==> config.mk <==
export PLATFORM = sky130hd
export DESIGN_NAME = uart_rx_byte_flat
export DESIGN_NICKNAME = d
export VERILOG_FILES = /design/src/rtl/uart_pkg.sv /design/src/rtl/uart_rx_byte_if.sv /design/src/rtl/sync_2ff.sv /design/src/rtl/uart_rx_byte.sv /design/src/flat_wrapper.sv
export SDC_FILE = /design/constraint.sdc
export NUM_CORES = 1
export LEC_CHECK = 0
export CAP_MARGIN = 5
export CORE_MARGIN = 2
export CORE_UTILIZATION = 45
export CTS_BUF_LIST = sky130_fd_sc_hd__clkbuf_16
export DETAILED_ROUTE_END_ITERATION = 10
export PLACE_DENSITY = 0.73
export REMOVE_ABC_BUFFERS = 1
export SYNTH_ARGS = -nofsm -noshare
export SYNTH_HDL_FRONTEND = slang
export SYNTH_HIERARCHICAL = 1
export SYNTH_SLANG_ARGS = --single-unit
==> constraint.sdc <==
create_clock -name clk -period 2 [get_ports clk]
set_input_delay 0.3 -clock clk [delete_from_list [all_inputs] [get_ports clk]]
set_output_delay 0.3 -clock clk [all_outputs]
set_load 0.01 [all_outputs]
==> src/rtl/uart_pkg.sv <==
// Shared UART frame constants and receiver/transmitter state encoding.
// Frames are 8N1; the default bit period assumes a 32 MHz clock at 115200 baud.
package uart_pkg;

  localparam int unsigned DATA_BITS        = 8;
  localparam int unsigned CLKS_PER_BIT_DEF = 278;

  localparam logic [2:0] ST_IDLE  = 3'd0;
  localparam logic [2:0] ST_START = 3'd1;
  localparam logic [2:0] ST_DATA  = 3'd2;
  localparam logic [2:0] ST_STOP  = 3'd3;
  localparam logic [2:0] ST_BREAK = 3'd4;

  typedef enum logic [2:0] {
    IDLE  = ST_IDLE,
    START = ST_START,
    DATA  = ST_DATA,
    STOP  = ST_STOP,
    BREAK = ST_BREAK
  } uart_state_t;

endpackage

==> src/rtl/uart_rx_byte_if.sv <==
// Serial input pin plus received-byte strobe bundle of the UART receiver.
// master = receiver side, slave = pin driver / byte consumer side.
interface uart_rx_byte_if;
  import uart_pkg::*;

  logic                 rx;
  logic [DATA_BITS-1:0] data;
  logic                 data_valid;
  logic                 frame_err;
  logic                 busy;

  modport master (
    input  rx,
    output data,
    output data_valid,
    output frame_err,
    output busy
  );

  modport slave (
    output rx,
    input  data,
    input  data_valid,
    input  frame_err,
    input  busy
  );

endinterface

==> src/rtl/sync_2ff.sv <==
// Generic 2-flop synchroniser for asynchronous inputs; 2-cycle latency.
// No flow control; the reset value is chosen per use (idle level of the pin).
module sync_2ff #(
  parameter int unsigned       WIDTH   = 1,
  parameter logic [WIDTH-1:0]  RST_VAL = '1
) (
  input  logic             clk,
  input  logic             rst,
  input  logic [WIDTH-1:0] d,
  output logic [WIDTH-1:0] q
);

  logic [WIDTH-1:0] meta_q, meta_d;
  logic [WIDTH-1:0] sync_q, sync_d;

  always_comb begin
    meta_d = d;
    sync_d = meta_q;
  end

  always_ff @(posedge clk) begin
    if (rst) begin
      meta_q <= RST_VAL;
      sync_q <= RST_VAL;
    end else begin
      meta_q <= meta_d;
      sync_q <= sync_d;
    end
  end

  assign q = sync_q;

endmodule

==> src/rtl/uart_rx_byte.sv <==
// 8N1 UART receiver: mid-bit sampling, one-cycle data_valid / frame_err strobes.
// data_valid follows the rx falling edge by 3 + HALF_BIT + 9*CLKS_PER_BIT cycles; no backpressure.
module uart_rx_byte
  import uart_pkg::*;
#(
  parameter int unsigned CLKS_PER_BIT = CLKS_PER_BIT_DEF,
  parameter int unsigned HALF_BIT     = CLKS_PER_BIT / 2
) (
  input  logic           clk,
  input  logic           rst,
  uart_rx_byte_if.master bus
);

  localparam int unsigned CNT_W = $clog2(CLKS_PER_BIT);
  localparam logic [CNT_W-1:0] CNT_FULL = CNT_W'(CLKS_PER_BIT - 1);
  localparam logic [CNT_W-1:0] CNT_HALF = CNT_W'(HALF_BIT - 1);
  localparam logic [2:0]       IDX_LAST = 3'(DATA_BITS - 1);

  logic rx_s;

  sync_2ff #(
    .WIDTH   (1),
    .RST_VAL (1'b1)
  ) u_sync (
    .clk (clk),
    .rst (rst),
    .d   (bus.rx),
    .q   (rx_s)
  );

  uart_state_t          state_q, state_d;
  logic [CNT_W-1:0]     clk_cnt_q, clk_cnt_d;
  logic [2:0]           bit_idx_q, bit_idx_d;
  logic [DATA_BITS-1:0] shift_q, shift_d;
  logic [DATA_BITS-1:0] data_q, data_d;
  logic                 data_valid_q, data_valid_d;
  logic                 frame_err_q, frame_err_d;

  always_ff @(posedge clk) begin
    if (rst) begin
      state_q      <= IDLE;
      clk_cnt_q    <= '0;
      bit_idx_q    <= '0;
      shift_q      <= '0;
      data_q       <= '0;
      data_valid_q <= 1'b0;
      frame_err_q  <= 1'b0;
    end else begin
      state_q      <= state_d;
      clk_cnt_q    <= clk_cnt_d;
      bit_idx_q    <= bit_idx_d;
      shift_q      <= shift_d;
      data_q       <= data_d;
      data_valid_q <= data_valid_d;
      frame_err_q  <= frame_err_d;
    end
  end

  always_comb begin
    state_d      = state_q;
    clk_cnt_d    = clk_cnt_q + CNT_W'(1);
    bit_idx_d    = bit_idx_q;
    shift_d      = shift_q;
    data_d       = data_q;
    data_valid_d = 1'b0;
    frame_err_d  = 1'b0;

    unique case (state_q)
      IDLE: begin
        clk_cnt_d = '0;
        if (!rx_s) begin
          state_d = START;
        end
      end

      // A start bit that is high again at its centre is treated as line noise.
      START: begin
        if (clk_cnt_q == CNT_HALF) begin
          clk_cnt_d = '0;
          bit_idx_d = '0;
          state_d   = rx_s ? IDLE : DATA;
        end
      end

      DATA: begin
        if (clk_cnt_q == CNT_FULL) begin
          clk_cnt_d          = '0;
          shift_d[bit_idx_q] = rx_s;
          if (bit_idx_q == IDX_LAST) begin
            state_d = STOP;
          end else begin
            bit_idx_d = bit_idx_q + 3'd1;
          end
        end
      end

      // Deciding at mid-stop-bit leaves half a bit to catch a back-to-back start edge.
      STOP: begin
        if (clk_cnt_q == CNT_FULL) begin
          clk_cnt_d = '0;
          if (rx_s) begin
            data_d       = shift_q;
            data_valid_d = 1'b1;
            state_d      = IDLE;
          end else begin
            frame_err_d = 1'b1;
            state_d     = BREAK;
          end
        end
      end

      // Wait out a held-low line so it is not decoded as a stream of 0x00 bytes.
      BREAK: begin
        clk_cnt_d = '0;
        if (rx_s) begin
          state_d = IDLE;
        end
      end

      default: begin
        clk_cnt_d = '0;
        state_d   = IDLE;
      end
    endcase
  end

  assign bus.data       = data_q;
  assign bus.data_valid = data_valid_q;
  assign bus.frame_err  = frame_err_q;
  assign bus.busy       = (state_q != IDLE);

endmodule

==> src/flat_wrapper.sv <==
// flat-port wrapper written by rule: the top's interface ports become plain ports
module uart_rx_byte_flat import uart_pkg::*;
#(
  parameter int unsigned CLKS_PER_BIT = CLKS_PER_BIT_DEF,
  parameter int unsigned HALF_BIT     = CLKS_PER_BIT / 2
)
  (clk, rst, bus_rx, bus_data, bus_data_valid, bus_frame_err, bus_busy);
  uart_rx_byte_if bus_i ();
  input  logic clk;
  input  logic rst;
  input wire logic [$bits(bus_i.rx)-1:0] bus_rx;
  output wire logic [$bits(bus_i.data)-1:0] bus_data;
  output wire logic [$bits(bus_i.data_valid)-1:0] bus_data_valid;
  output wire logic [$bits(bus_i.frame_err)-1:0] bus_frame_err;
  output wire logic [$bits(bus_i.busy)-1:0] bus_busy;
  assign bus_i.rx = bus_rx;
  assign bus_data = bus_i.data;
  assign bus_data_valid = bus_i.data_valid;
  assign bus_frame_err = bus_i.frame_err;
  assign bus_busy = bus_i.busy;
  uart_rx_byte #(.CLKS_PER_BIT(CLKS_PER_BIT), .HALF_BIT(HALF_BIT)) u_core (.clk(clk), .rst(rst), .bus(bus_i));
endmodule
After elaboration in Yosys (flattened, before gate mapping) --
Cells that the tools add are included.
Word-level totals: bits in registers 35, bits of input ports 3, output and inout port bits 11, logic and storage cells 60
Operators by class: add/subtract/negate cells 2, $lt $le $gt $ge 2, equal/unequal tests 14, multiplexer cells 21, bitwise operators 2, reductions and logical operators 10
Operators by type and width (number):
- 2-to-1 mux 3 bit | 10
- 2-to-1 mux 9 bit | 2
- one-hot mux 9 bit (2 select lines) | 1
- one-hot mux 3 bit (5 select lines) | 1
- adder 9 x 1 -> 9 bit, second input constant | 1
- == test 9 x 8 -> 1 bit, second input constant | 1
- == test 9 bit, second input constant | 1
- bitwise mux 8 bit | 1
- inequality test 2 x 1 -> 1 bit, second input constant | 4
- == test 3 x 2 -> 1 bit, second input constant | 2
- == test 3 bit, second input constant | 2
- inequality test 2 bit, second input constant | 3
- one-hot mux 3 bit (2 select lines) | 1
- AND reduction 6 bit | 1
- less-than comparator 3 x 4 -> 1 bit, second input constant | 1
- AND reduction 4 bit | 1
- adder 3 x 1 -> 3 bit, second input constant | 1
- demux 1 bit (select 3 bit) | 1
- == test 3 x 1 -> 1 bit, second input constant | 1
- >= comparator 3 x 1 -> 1 bit, second input constant | 1
- logical NOT 3 bit | 1
- 2-to-1 mux 1 bit | 3
- AND reduction 3 bit | 1
- nonzero test 3 bit | 1
- 7 further kinds | 8

Longest topological paths before layout --
depth in word-level cells 5, gate-level depth with buffers 8, gate-level depth less buffers 7

Cells and area by module --
The synthesis kept the hierarchy.
Modules (own cells, without submodules):
- uart_rx_byte | instances 1, cells an instance 161, area an instance 1531.5 um^2, seq. area each 660.6 um^2
- sync_2ff | instances 1, cells an instance 4, area an instance 52.6 um^2, seq. area each 40.0 um^2

Worst setup path before layout --
OpenSTA, ideal clock, no wires.
kind reg-to-reg, start point register u_core.state_q[0], end point register u_core.clk_cnt_q[5], setup time 0.062 ns, arrival time 1.777 ns, data required time 1.938 ns, path slack 0.161 ns, stages on the path, launching flop included 7, buffers on the path 1, period minus slack after synthesis 1.839 ns, cells stage by stage dfxtp_1 -> or3b_4 -> a21oi_2 -> a21oi_2 -> or4_1 -> buf_4 -> nor2_2
On the way: longest elaborated chain between the ends 3, elaborated cells between the ends (all ways) 5, those cells by class 3 x eq/ne; 1 x mux; 1 x reduce/logical
RTL lines:
- from (decl) | RTL line uart_rx_byte.sv:31 | uart_state_t state_q, state_d;
- from (signal assigned) | RTL line uart_rx_byte.sv:49 | state_q <= state_d;
- == test 3 x 2 -> 1 bit | RTL line uart_rx_byte.sv:68 | unique case (state_q)
- OR reduction 2 bit (no source line)
- one-hot mux 9 bit (2 select lines) * | RTL line uart_rx_byte.sv:68
- to (signal assigned) | RTL line uart_rx_byte.sv:50 | clk_cnt_q <= clk_cnt_d;
- to (decl) | RTL line uart_rx_byte.sv:32 | logic [CNT_W-1:0] clk_cnt_q, clk_cnt_d;
Mark *: on every way between the ends. The rest lies on a longest branch, timed or not. A chain may end at the register's enable or synchronous reset.

Worst setup path in the final report --
start point register u_core.state_q[1], end point register u_core.clk_cnt_q[8]
The elaborated chain is that of the path after synthesis.

==> flow_summary.json <==
{
  "status": "completed",
  "ys.flop_type": "dfxtp_1",
  "core_area_um2": 3360,
  "die_h_um": 63.3,
  "clock_tree.root_cell": "clkbuf_16",
  "fill_cells": 317,
  "first_iter_violations": 103,
  "io_buffers": 13,
  "final_area_um2": 1970,
  "cts_tree": "done",
  "grt_pass1_wl_um": 5290,
  "period_share_pct": 96.1,
  "min_period_ns": 1.92,
  "slew_violations": 0,
  "drt-total-wl_um": 3030,
  "setup_ws_ns": 0.0772,
  "fin_worst_skew_ns": 0.00613,
  "ant_nets": 0,
  "overflow": 0,
  "clockBufferDepth": 2,
  "yosysSeqAreaShare_pct": 44.2,
  "power_w": 0.00157,
  "p_per_area_nw_per_um2": 798,
  "syn_to_final_growth_pct": 24.3,
  "slew_headroom_pct": 71.5,
  "startpoint_type": "flip-flop",
  "crit_fanout": 9,
  "antenna_found_initial": 0,
  "first_pass_iters": 4,
  "critPathArrivalTime_ns": 2.14,
  "post-place-ws_ns": 0.102,
  "die_area_um2": 4010,
  "ys_ff_latch": 35,
  "max_slew.worst_pin.slew_ns": 0.421,
  "yosysWarnings": 6,
  "wire_per_inst_um": 12.9,
  "cts_max_level": 2,
  "max_cap_viol_count": 0,
  "grt_use_met1_pct": 19.4,
  "initial_core_util_pct": 47.1,
  "final_cell_mix": "dfxtp_1 (35), nor2_1 (25), mux2i_1 (17)",
  "synth_top_area_share_pct": 44.2,
  "avgSynthCellArea_um2": 9.60,
  "synthArstFlopShare_pct": 0,
  "fmax_mhz": 520,
  "hold_viol": 0,
  "critical_path_class": "reg -> reg",
  "place_congestion": 0.810,
  "critPathRequiredTime_ns": 2.22,
  "synthTopCellsByArea": "dfxtp_1 (44%), mux2i_1 (11%), nor2_1 (5.9%)",
  "clock_latency_ns": 0.28,
  "holdWs_ns": 0.400,
  "setup_viol": 0,
  "ir_drop_mv": 0.554,
  "clkTransAtPathRegs_ns": 0.05,
  "cts_sinks": 35,
  "grt_pass1_vias": 1222,
  "synth-edff-count": 0,
  "grt_busiest_layer": "met2",
  "via_count": 1218,
  "gr-usage-met2_pct": 28.3,
  "drive_above_1_share_pct": 18.0,
  "dieWidth_um": 63.3,
  "ioPinCount": 14,
  "nets": 196,
  "drcViolationCount": 0,
  "placed_area_um2": 1820,
  "cts_setup_buffers": 0,
  "routed_via_density": 5.18,
  "synth_top_area_cell": "dfxtp_1",
  "utilization_pct": 58.6,
  "dpl.hpwl_um": 2100,
  "p_leak_nw": 0.728,
  "final_common_cell": "dfxtp_1",
  "num_rows": 21,
  "crit_path_end_kind": "flip-flop",
  "syn-cell-area_um2": 1580,
  "grt_use_total_pct": 16.9,
  "netlist-cell-type-count": 40,
  "hold_path.class": "reg -> reg",
  "tritoncts.num_buffers": 5,
  "antenna_cells": 0,
  "syn-instance-count": 165,
  "grt_max_degree": 28,
  "use_met3_pct": 6.07
}
## worst max-delay path, stage by stage (launching register included)
cell and delay (ns):
dfxtp_1 0.37, or3b_4 0.43, a21oi_2 0.22, a21oi_2 0.06
or4_1 0.47, buf_4 0.20, nor2_2 0.11
## cell usage after synthesis, types with 2 or more instances
library cell and number:
nand3b_1 2, mux2i_1 17, nor2_1 25, a21oi_2 2
nand3_1 6, xnor2_1 5, nand2_1 6, nand2b_1 3
xor2_1 2, dfxtp_1 35, nor2_2 9, nor3b_1 3
and3_1 2, inv_1 3, and4b_1 2, or3_1 3
or2_1 2, a21oi_1 4, ha_1 5, clkbuf_1 6
nor3_1 2, and2_1 3
## cell type report
class	count	area (µm²)	area share [%]
timing repair buffer	23	205	10.4
inverter	3	11.3	0.572
sequential	35	701	35.6
clock buffer	5	125	6.35
multi-input combinational	120	853	43.3
tap	46	57.6	2.92
clock inverter	3	16.3	0.826
## per-layer routing
layer	up-vias	routed length (µm)
met2	20	1510
met5	-	0
met4	0	37
li1	612	-
met3	4	104
met1	582	1380
## through the flow
step | instances | TNS [ns]
5_1_grt | 235 | -0.146
4_1_cts | 235 | 0
2_1_floorplan | 158 | 0
3_3_place_gp | 227 | 0
6_report | 235 | 0
3_5_place_dp | 227 | 0
## power by group
part / switching (W) / leakage [nW] / internal [W]
Sequential: 0.00000988 / 0.283 / 0.000706
Combinational: 0.0000667 / 0.375 / 0.0000667
Clock: 0.000269 / 0.0710 / 0.000453
## path summary, 6_finish.rpt
| check | from | endpoint | slack [ns] | depth (start not counted) |
|---|---|---|---|---|
| hold reg to reg | u_core/u_sync/meta_q$_SDFF_PP1_ | u_core/u_sync/q$_SDFF_PP1_ | 0.40 | 1 |
| setup / recovery | u_core/state_q[1]$_SDFFE_PP0P_ | u_core/clk_cnt_q[8]$_SDFF_PP0_ | 0.08 | 6 |
| setup reg to reg | u_core/state_q[1]$_SDFFE_PP0P_ | u_core/clk_cnt_q[8]$_SDFF_PP0_ | 0.08 | 6 |
| hold / removal | u_core/u_sync/meta_q$_SDFF_PP1_ | u_core/u_sync/q$_SDFF_PP1_ | 0.40 | 1 |
## what timing repair did
item                                    4_1_cts  5_1_grt
endpoints found under the setup margin        0        1
resized for setup                             0        1
hold buffers                                  0        0
## state kept, by name, summed over array words and instances (netlist names)
name                   flops
u_core/clk_cnt_q           9
u_core/bus.data            8
u_core/shift_q             8
u_core/bit_idx_q           3
u_core/state_q             3
u_core/bus.data_valid      1
u_core/bus.frame_err       1
u_core/u_sync/meta_q       1
u_core/u_sync/q            1
## logic make-up (layout without fill, tap and decap cells)
group                      after synthesis  in the layout  share of synthesized area [%]
muxes                                   17             17                           10.7
and+or+nand+nor                         79             79                           28.9
buffers and inverters                   10             34                           2.61
AOI/OAI and AO/OA                       12             12                           5.69
adders and majority gates                5              5                           3.95
DFF                                     35             35                           44.2
xor gates and xnor gates                 7              7                           3.87
Power figures use the tool's default switching activity.
